## src/rtl/event_gen.sv

```systemverilog
// ============================================================================
// Module   : event_gen
// Brief    : Random future-event generator feeding a registered-output FIFO.
//            Optional gen_count statistics output under EVENT_GEN_STATS_EN.
// Revision : 1.0 - initial release
// ============================================================================
`default_nettype none

module event_gen #(
    parameter int unsigned TIME_W  = 16,
    parameter int unsigned LP_W    = 5,
    parameter int unsigned DELAY_W = 8,
    parameter int unsigned DEPTH   = 4
) (
    input  logic                clock,
    input  logic                reset,
    input  logic [12:0]         rnd,
    input  logic                req_valid,
    output logic                req_ready,
    input  logic [TIME_W-1:0]   cur_time,
    input  logic [LP_W-1:0]     self_lp,
    output logic                out_valid,
    input  logic                out_ready,
    output logic [TIME_W-1:0]   out_time,
    output logic [LP_W-1:0]     out_lp
`ifdef EVENT_GEN_STATS_EN
    ,
    output logic [15:0]         gen_count
`endif
);

    localparam int unsigned c_PTR_W = (DEPTH > 1) ? $clog2(DEPTH) : 1;
    localparam int unsigned c_CNT_W = $clog2(DEPTH + 1);

    generate
        if (DELAY_W + LP_W != 13) begin : g_bad_split
            $error("event_gen: DELAY_W + LP_W must equal 13");
        end
        if ((DEPTH & (DEPTH - 1)) != 0) begin : g_bad_depth
            $error("event_gen: DEPTH must be a power of two");
        end
    endgenerate

    // ------------------------------------------------------------------
    // State
    // ------------------------------------------------------------------
    logic [TIME_W-1:0]   r_mem_time [DEPTH];
    logic [LP_W-1:0]     r_mem_lp   [DEPTH];
    logic [c_PTR_W-1:0]  r_wr_ptr;
    logic [c_PTR_W-1:0]  r_rd_ptr;
    logic [c_CNT_W-1:0]  r_count;
    logic                r_out_valid;
    logic [TIME_W-1:0]   r_out_time;
    logic [LP_W-1:0]     r_out_lp;

    // ------------------------------------------------------------------
    // Event construction
    // ------------------------------------------------------------------
    logic [DELAY_W-1:0]  w_delay;
    logic [TIME_W:0]     w_sum;
    logic [TIME_W-1:0]   w_evt_time;
    logic [LP_W-1:0]     w_rnd_lp;
    logic [LP_W-1:0]     w_evt_lp;

    always_comb begin
        w_delay = rnd[DELAY_W-1:0];
        if (w_delay == '0) begin
            w_delay = DELAY_W'(1);
        end
    end

    // One extra bit of headroom exposes overflow for saturation.
    assign w_sum      = {1'b0, cur_time} + (TIME_W + 1)'(w_delay);
    assign w_evt_time = w_sum[TIME_W] ? {TIME_W{1'b1}} : w_sum[TIME_W-1:0];

    assign w_rnd_lp   = rnd[DELAY_W +: LP_W];
    assign w_evt_lp   = (w_rnd_lp == self_lp) ? (self_lp + LP_W'(1)) : w_rnd_lp;

    // ------------------------------------------------------------------
    // FIFO control
    // ------------------------------------------------------------------
    logic                w_full;
    logic                w_push;
    logic                w_pop;
    logic [c_CNT_W-1:0]  w_count_after_pop;
    logic [c_CNT_W-1:0]  w_count_nxt;
    logic [c_PTR_W-1:0]  w_rd_ptr_nxt;

    assign w_full            = (r_count == c_CNT_W'(DEPTH));
    assign req_ready         = !w_full;
    assign w_push            = req_valid && !w_full;
    assign w_pop             = r_out_valid && out_ready;
    assign w_count_after_pop = r_count - c_CNT_W'(w_pop);
    assign w_count_nxt       = w_count_after_pop + c_CNT_W'(w_push);
    assign w_rd_ptr_nxt      = r_rd_ptr + c_PTR_W'(w_pop);

    always_ff @(posedge clock) begin
        if (reset) begin
            r_wr_ptr    <= '0;
            r_rd_ptr    <= '0;
            r_count     <= '0;
            r_out_valid <= 1'b0;
            r_out_time  <= '0;
            r_out_lp    <= '0;
            for (int i = 0; i < int'(DEPTH); i++) begin
                r_mem_time[i] <= '0;
                r_mem_lp[i]   <= '0;
            end
        end else begin
            if (w_push) begin
                r_mem_time[r_wr_ptr] <= w_evt_time;
                r_mem_lp[r_wr_ptr]   <= w_evt_lp;
                r_wr_ptr             <= r_wr_ptr + c_PTR_W'(1);
            end
            r_rd_ptr    <= w_rd_ptr_nxt;
            r_count     <= w_count_nxt;
            r_out_valid <= (w_count_nxt != '0);

            // Head register preloads the next entry; when the queue drains to
            // nothing but the incoming event, bypass it straight to the head.
            if (w_count_nxt != '0) begin
                if (w_count_after_pop == '0) begin
                    r_out_time <= w_evt_time;
                    r_out_lp   <= w_evt_lp;
                end else begin
                    r_out_time <= r_mem_time[w_rd_ptr_nxt];
                    r_out_lp   <= r_mem_lp[w_rd_ptr_nxt];
                end
            end
        end
    end

    assign out_valid = r_out_valid;
    assign out_time  = r_out_time;
    assign out_lp    = r_out_lp;

    // ------------------------------------------------------------------
    // Optional statistics
    // ------------------------------------------------------------------
`ifdef EVENT_GEN_STATS_EN
    logic [15:0] r_gen_count;

    always_ff @(posedge clock) begin
        if (reset) begin
            r_gen_count <= '0;
        end else if (w_push) begin
            r_gen_count <= r_gen_count + 16'd1;
        end
    end

    assign gen_count = r_gen_count;
`else
    // Statistics disabled: no counter is built.
`endif

endmodule

`default_nettype wire

```

## config.mk

```make
export PLATFORM = sky130hd
export DESIGN_NAME = event_gen
export DESIGN_NICKNAME = d
export VERILOG_FILES = /design/src/rtl/event_gen.sv
export SDC_FILE = /design/constraint.sdc
export NUM_CORES = 1
export LEC_CHECK = 0
export BUFFER_PORTS_ARGS = -buffer_cell sky130_fd_sc_hd__buf_2
export CORE_ASPECT_RATIO = 0.6
export CORE_MARGIN = 4
export CORE_UTILIZATION = 40
export DETAILED_ROUTE_END_ITERATION = 8
export SLEW_MARGIN = 20
export SYNTH_ARGS = -nofsm -noshare
export SYNTH_HDL_FRONTEND = slang
export SYNTH_SLANG_ARGS = --single-unit
export TNS_END_PERCENT = 100
```

## constraint.sdc

```tcl
create_clock -name clock -period 7.6 [get_ports clock]
set_input_delay 0.38 -clock clock [delete_from_list [all_inputs] [get_ports clock]]
set_output_delay 0.38 -clock clock [all_outputs]
set_load 0.02 [all_outputs]
```

### Word-level counts from Yosys, hierarchy flattened

Memory sizes are Yosys's and may differ from the RTL's.
Cells that the tools add are included.

* bits in latches: 0
* word-level logic and storage cells: 40
* memories: 2
* bits in read-only memories: 0
* memory bits (writable): 84
* bits in registers: 29

Memories
* r_mem_time: words 4, bits a word 16, read ports 1, clocked after memory_dff 0, wr ports 4, line 47 `logic [TIME_W-1:0] r_mem_time [DEPTH];`
* r_mem_lp: words 4, bits a word 5, read ports 1, clocked after memory_dff 0, wr ports 4, line 48 `logic [LP_W-1:0] r_mem_lp [DEPTH];`

* bitwise logic cells: 0
* equality and inequality tests: 2
* divide/modulo/power cells: 0
* reductions and logical operators: 8
* shifts and indexed selects: 0
* add/subtract/negate cells: 6
* multipliers: 0
* muxes and demuxes: 16
* magnitude comparators: 0

Operator list (number)
* 2-to-1 mux 16 bit: 3
* adder 16 x 8 -> 17 bit: 1
* OR reduction 16 bit: 1
* 2-to-1 mux 5 bit: 3
* zero test 8 bit: 1
* 2-to-1 mux 8 bit: 1
* 2-to-1 mux 1 bit: 7
* adder 5 x 1 -> 5 bit (second input constant): 1
* equality test 5 bit: 1
* OR reduction 5 bit: 1
* 2-to-1 mux 2 bit: 2
* adder 3 x 1 -> 3 bit: 1
* equality test 3 bit (second input constant): 1
* zero test 3 bit: 1
* nonzero test 3 bit: 1
* subtractor 3 x 1 -> 3 bit: 1
* adder 2 x 1 -> 2 bit: 1
* adder 2 x 1 -> 2 bit (second input constant): 1
* logical AND 1 bit: 2
* zero test 1 bit: 1

### Depth between registers and ports, before layout

Gate-level depths: netlist of run 1.

* depth after elaboration: 8
* depth in mapped cells: 12
* depth with buffers taken out: 10

### Worst setup path after synthesis of run 1

OpenSTA, ideal clock, no wires.

* path type: register to register
* start: reg r_count[0]
* end: mem r_mem_lp[3][0] (enable)
* setup time: 0.428 ns
* cell stages (with the launch flop): 7
* period minus slack after synthesis: 2.937 ns
* data required time: 7.172 ns
* path slack: 4.663 ns
* arrival: 2.509 ns
* cells stage by stage: dfxtp_1 -> inv_1 -> nand3_1 -> and2_1 -> clkbuf_1 -> nand2_1 -> o21ai_0

RTL lines
* from (decl): line 51 `logic [c_CNT_W-1:0] r_count;`
* from (signal assigned): line 116 `r_count <= w_count_nxt;`
* to (decl): line 48

==> results of run 1 <==
## cells by family (layout without fill, tap and decap cells)
| logic type | after synthesis | count (layout) | synth area share (%) |
|---|---|---|---|
| and+or+nand+nor | 151 | 151 | 12.2 |
| DFF | 113 | 113 | 57.0 |
| AOI/OAI and AO/OA | 87 | 87 | 11.4 |
| buffers and inverters | 37 | 106 | 2.80 |
| muxes | 28 | 28 | 9.99 |
| xor gates and xnor gates | 19 | 19 | 3.05 |
| adders and majority gates | 15 | 15 | 3.58 |
## report_power, final
| group | internal, mW | switching, mW | leakage (nW) | total, mW |
|---|---|---|---|---|
| clock | 0.441 | 0.250 | 0.246 | 0.691 |
| combinational | 0.298 | 0.474 | 1.25 | 0.772 |
| sequential | 0.778 | 0.0409 | 1.11 | 0.819 |
## worst max path at each step
stage,end,slack (ns),cells past startpoint
after CTS,r_mem_time[2][13],4.13,6
after detailed placement,r_mem_time[2][6],3.87,6
final,r_mem_time[2][13],4.18,6
after floorplan,r_mem_lp[3][0],4.66,6
after global placement,r_mem_time[2][2],3.98,6
after global routing,r_mem_time[2][13],3.88,6
## sequential cells by signal (all words and copies together), names as in the netlist
signal	count
r_mem_time	64
r_mem_lp	20
out_time	16
out_lp	5
r_count	3
r_rd_ptr	2
r_wr_ptr	2
out_valid	1
## layout make-up
type	instances	area (um2)	share of cell area, %
timing repair buffer	66	345	5.38
sequential	113	3100	48.4
clock buffer	31	508	7.92
multi-input combinational	300	2210	34.5
clock inverter	1	3.75	0.0585
tap	170	213	3.32
inverter	8	30.0	0.468
## per-layer routing
metal / vias up / track usage, %
met1: 1875 / 26.9
met3: 13 / 3.81
met2: 116 / 24.0
met4: 0 / 5.11
met5: - / 0
li1: 1789 / -
## worst max-delay path, cell delays in order, from the launching register on
cell	delay (ns)
dfxtp_1	0.30
inv_1	0.05
nand3_1	0.08
and2_1	0.25
nand2_1	0.58
or3_1	0.91
nand2_1	0.86
## metrics by stage
step | hold WS, ns | power (mW) | std cells | util [%] | area [um2]
3_3_place_gp | 0.476 | 1.59 | 657 | 45.0 | 5900
3_5_place_dp | 0.483 | 1.60 | 657 | 45.0 | 5900
5_1_grt | 0.260 | 2.41 | 689 | 49.0 | 6410
6_report | 0.245 | 2.28 | 689 | 49.0 | 6410
4_1_cts | 0.230 | 2.29 | 689 | 48.9 | 6410
2_1_floorplan | 0.452 | 1.38 | 450 | - | 5450
## placed cells by master (no fill, tap or decap), types with 2 or more instances in the layout
master,n
a211o_1,2
a21o_1,6
a21oi_1,22
a32oi_1,6
and2_1,5
and4_1,2
buf_2,60
buf_4,6
clkbuf_1,11
clkbuf_16,17
clkbuf_8,3
dfxtp_1,29
edfxtp_1,84
ha_1,14
inv_1,8
mux2i_1,6
mux4_2,21
nand2_1,13
nand3_1,7
nand4_1,2
nor2_1,96
nor2b_1,4
nor3_1,6
nor3_2,2
o211a_1,15
o211ai_1,2
o21ai_0,21
o21ai_1,2
o21ai_2,4
or3_1,5
xnor2_1,13
xor2_1,5
==> flow_summary.json, run 1 <==
{
  "dpl_worst_slack_ns": 3.87,
  "tns_ns": 0,
  "grt.total_usage_pct": 17.3,
  "diodes": 0,
  "final_nets": 559,
  "io_buffers": 60,
  "min-delay-start": "reset",
  "ys_ff_latch": 113,
  "setup_slack_ns": 4.18,
  "leakage_nw": 2.61,
  "hold_buffers": 0,
  "synth_top_area_share_pct": 46.3,
  "rr_endpoint": "r_mem_time[2][13]",
  "maxCapViolations": 0,
  "synth_ff_type": "edfxtp_1",
  "critPathRequiredTime_ns": 7.62,
  "ant_nets": 0,
  "max_freq_mhz": 292,
  "ys_seq_area_share_pct": 57.0,
  "yosysMostFrequentCell": "nor2_1",
  "routedWlPerCell_um": 18.7,
  "grt_remaining_overflow": 0,
  "rsz0062_at_grt": "no",
  "hold_viol": 0,
  "initial_utilization_pct": 41.6,
  "startpoint_type": "flip-flop",
  "cp-end-kind": "flip-flop",
  "setup_viol": 0,
  "peakVddDrop_mv": 0.188,
  "root_buffer": "clkbuf_16",
  "gp_congestion": 0.793,
  "fill_cells": 1167,
  "slew_headroom_pct": 37.7,
  "vias_per_cell": 5.51,
  "die_w_um": 159,
  "timing.rr.start": "r_count[0]",
  "cts_buffers": 17,
  "synth.distinct_cells": 46,
  "cts_tree": "yes",
  "synth.avg_cell_area_um2": 12.1,
  "critPathArrivalTime_ns": 3.44,
  "clock_latency_ns": 0.40,
  "powerDensity_nw_per_um2": 356,
  "firstDrtPassIters": 5,
  "grt_pass1_wl_mm": 20.7,
  "cts_sinks": 113,
  "async_reset_ff_share_pct": 0,
  "reg2reg_slack_ns": 4.18,
  "cts_setup_buffers": 0,
  "synth_cells": 450,
  "grt_max_degree": 31,
  "rows": 32,
  "route.met3.wl_um": 707,
  "synth_commonest_cells": "nor2_1, edfxtp_1, dfxtp_1",
  "finalCriticalPeriod_ns": 3.42,
  "core_area_um2": 13100,
  "synth.net_count": 503,
  "hold_class": "in2reg",
  "crit_type": "reg2reg",
  "place.detailed.hpwl_mm": 9.02,
  "min_delay_path_depth": 2,
  "fin_crit_sh_pct": 45.0,
  "skew_ns": 0.00946,
  "worst_slew_pin_slew_ns": 0.932,
  "die_y_um": 98.4,
  "synth-edff-count": 84,
  "synth.cell_area_um2": 5450,
  "yosys.area.top_type": "edfxtp_1",
  "hold-path-endpoint": "r_wr_ptr[0]",
  "routed.top_layer": "met4",
  "ios": 61,
  "met1_length_mm": 6.59,
  "drt-total-wl_mm": 12.9,
  "clk_path_buf_depth": 2,
  "synthTopCellsByArea": "edfxtp_1, dfxtp_1, mux4_2",
  "path_clk_slew_ns": 0.05,
  "cp_max_fo": 23,
  "drive_gt1_share_pct": 23.5,
  "wl_met2_mm": 5.46,
  "vias": 3793,
  "cts_resized": 0,
  "h-tree-depth": 4,
  "drv_slew": 0,
  "drtIter0Drc": 312,
  "status": "finished clean",
  "grt_pass1_vias": 3774,
  "synthToLayoutAreaGrowth_pct": 17.8,
  "worstSetupStartpoint": "r_count[0]",
  "yosys_warnings": 0,
  "antenna_found_initial": 0,
  "die_area_um2": 15600,
  "reg2reg_depth": 6,
  "drc_errors": 0
}
Power figures use the tool's default switching activity.
==> inputs of run 2 (changes only) <==
Clock period 7.6 ns to 3.1 ns, I/O delays scaled along.
==> run 2 against run 1 <==
  * Combinational power rose to 2.7 times the previous value
  * Clock skew is 0.0021 ns lower
  * Count of clock-buffer cells in the layout fell by 4
  * Non-clock buffer count grew 12
  * Total power grew to 2.6 times the previous value
  * Design area rose by 3.4%
  * Maximum frequency grew 30%
  * Via count increased by 1.7%
  * Cell count up 1.7%
==> flow_summary.json, run 2 (synthesis gave the netlist of run 1 again) <==
{
  "rows": 32,
  "firstDrtPassIters": 5,
  "final_nets": 571,
  "gp_congestion": 0.779,
  "cp-end-kind": "flip-flop",
  "tns_ns": 0,
  "post-route-util_pct": 50.7,
  "die_w_um": 159,
  "vias_per_cell": 5.50,
  "fill_cells": 1120,
  "clock_latency_ns": 0.41,
  "final_common_cell": "nor2_1",
  "synthToLayoutAreaGrowth_pct": 21.8,
  "h-tree-depth": 4,
  "drive_gt1_share_pct": 26.0,
  "cts_resized": 0,
  "slew_headroom_pct": 50.2,
  "grt_pass1_wl_mm": 21.7,
  "core_area_um2": 13100,
  "rsz0062_at_grt": "no",
  "place.detailed.hpwl_mm": 9.13,
  "critPathRequiredTime_ns": 3.44,
  "worst_slew_pin_slew_ns": 0.741,
  "fin_crit_sh_pct": 84.8,
  "cts_buffers": 17,
  "routedWlPerCell_um": 19.7,
  "place_inst": 669,
  "stdcell_count": 701,
  "status": "finished clean",
  "grt_remaining_overflow": 0,
  "largest_register_ff_count": 64,
  "cp_max_fo": 8,
  "setup_viol": 0,
  "powerDensity_nw_per_um2": 901,
  "peakVddDrop_mv": 0.470,
  "grt_pass1_vias": 3908,
  "drt-total-wl_mm": 13.8,
  "ios": 61,
  "max_freq_mhz": 380,
  "grt.total_usage_pct": 18.4,
  "cts_setup_buffers": 0,
  "crit_type": "reg2reg",
  "io_buffers": 60,
  "leakage_nw": 2.73,
  "drv_slew": 0,
  "grt_max_degree": 30,
  "vias": 3856,
  "diodes": 0,
  "maxCapViolations": 0,
  "hold_viol": 0,
  "cts_tree": "yes",
  "startpoint_type": "flip-flop",
  "finalCriticalPeriod_ns": 2.63,
  "drc_errors": 0,
  "clk_path_buf_depth": 2,
  "hold_class": "in2reg",
  "critPathArrivalTime_ns": 2.97,
  "antenna_found_initial": 0,
  "die_area_um2": 15600,
  "ant_nets": 0,
  "final_cell_mix": "nor2_1, edfxtp_1, buf_2",
  "hold_buffers": 0,
  "skew_ns": 0.00732,
  "drtIter0Drc": 264,
  "largest_register": "r_mem_time",
  "path_clk_slew_ns": 0.05,
  "cts_sinks": 113,
  "die_y_um": 98.4,
  "root_buffer": "clkbuf_16",
  "initial_utilization_pct": 41.6
}
-- run 2: changes by cell type in the layout (fill, tap and decap cells not counted), sizes merged --
cell / change
buf: +12
clkinv: +2
clkbuf: -4
bufinv: +2
-- run 2: metal layers --
layer	vias to the layer above	track usage, %	share of wire, %
li1	1811	-	-
met1	1918	26.6	46
met2	118	28.2	47
met3	9	4.16	6.0
met4	0	4.65	0.69
met5	-	0	0
-- run 2: final cells by class --
type	count	area, um2	share of cell area, %
Sequential cell	113	3100	46.8
Clock inverter	5	73.8	1.11
Clock buffer	27	513	7.73
Tap cell	170	213	3.21
Multi-Input combinational cell	300	2200	33.2
Timing Repair Buffer	78	498	7.51
Inverter	8	30.0	0.453
-- run 2: worst max-delay path: stages (launching register included) --
cell and delay, ns:
dfxtp_1 0.31, and2_1 0.18, ha_1 0.19, ha_1 0.31, inv_1 0.05, ha_1 0.20, xnor2_1 0.25, nor3_2 0.06
buf_4 0.17, nor3_1 0.61, a32oi_1 0.12, o21ai_1 0.11
-- run 2: final timing paths --
kind,startpoint,slack (ns),cells past startpoint,end
max,out_valid,0.47,11,out_time[9]
min,reset,0.04,2,r_count[1]
max reg2reg,out_valid,0.47,11,out_time[9]
min reg2reg,out_time[7],0.49,2,out_time[7]
-- run 2: per-stage QoR --
step | cell area (um2) | power (mW) | hold WS, ns | setup slack, ns
2_1_floorplan | 5450 | 3.38 | 0.227 | 0.163
3_3_place_gp | 6050 | 4.05 | 0.455 | 0.256
3_5_place_dp | 6050 | 4.09 | 0.459 | 0.193
4_1_cts | 6640 | 6.02 | 0.0319 | 0.394
5_1_grt | 6640 | 6.29 | 0.0584 | 0.229
6_report | 6640 | 5.98 | 0.0372 | 0.470
-- run 2: power by group --
| part | internal, mW | switching [mW] |
|---|---|---|
| Combinational | 0.823 | 1.23 |
| Sequential | 1.90 | 0.0971 |
| Clock | 1.28 | 0.641 |
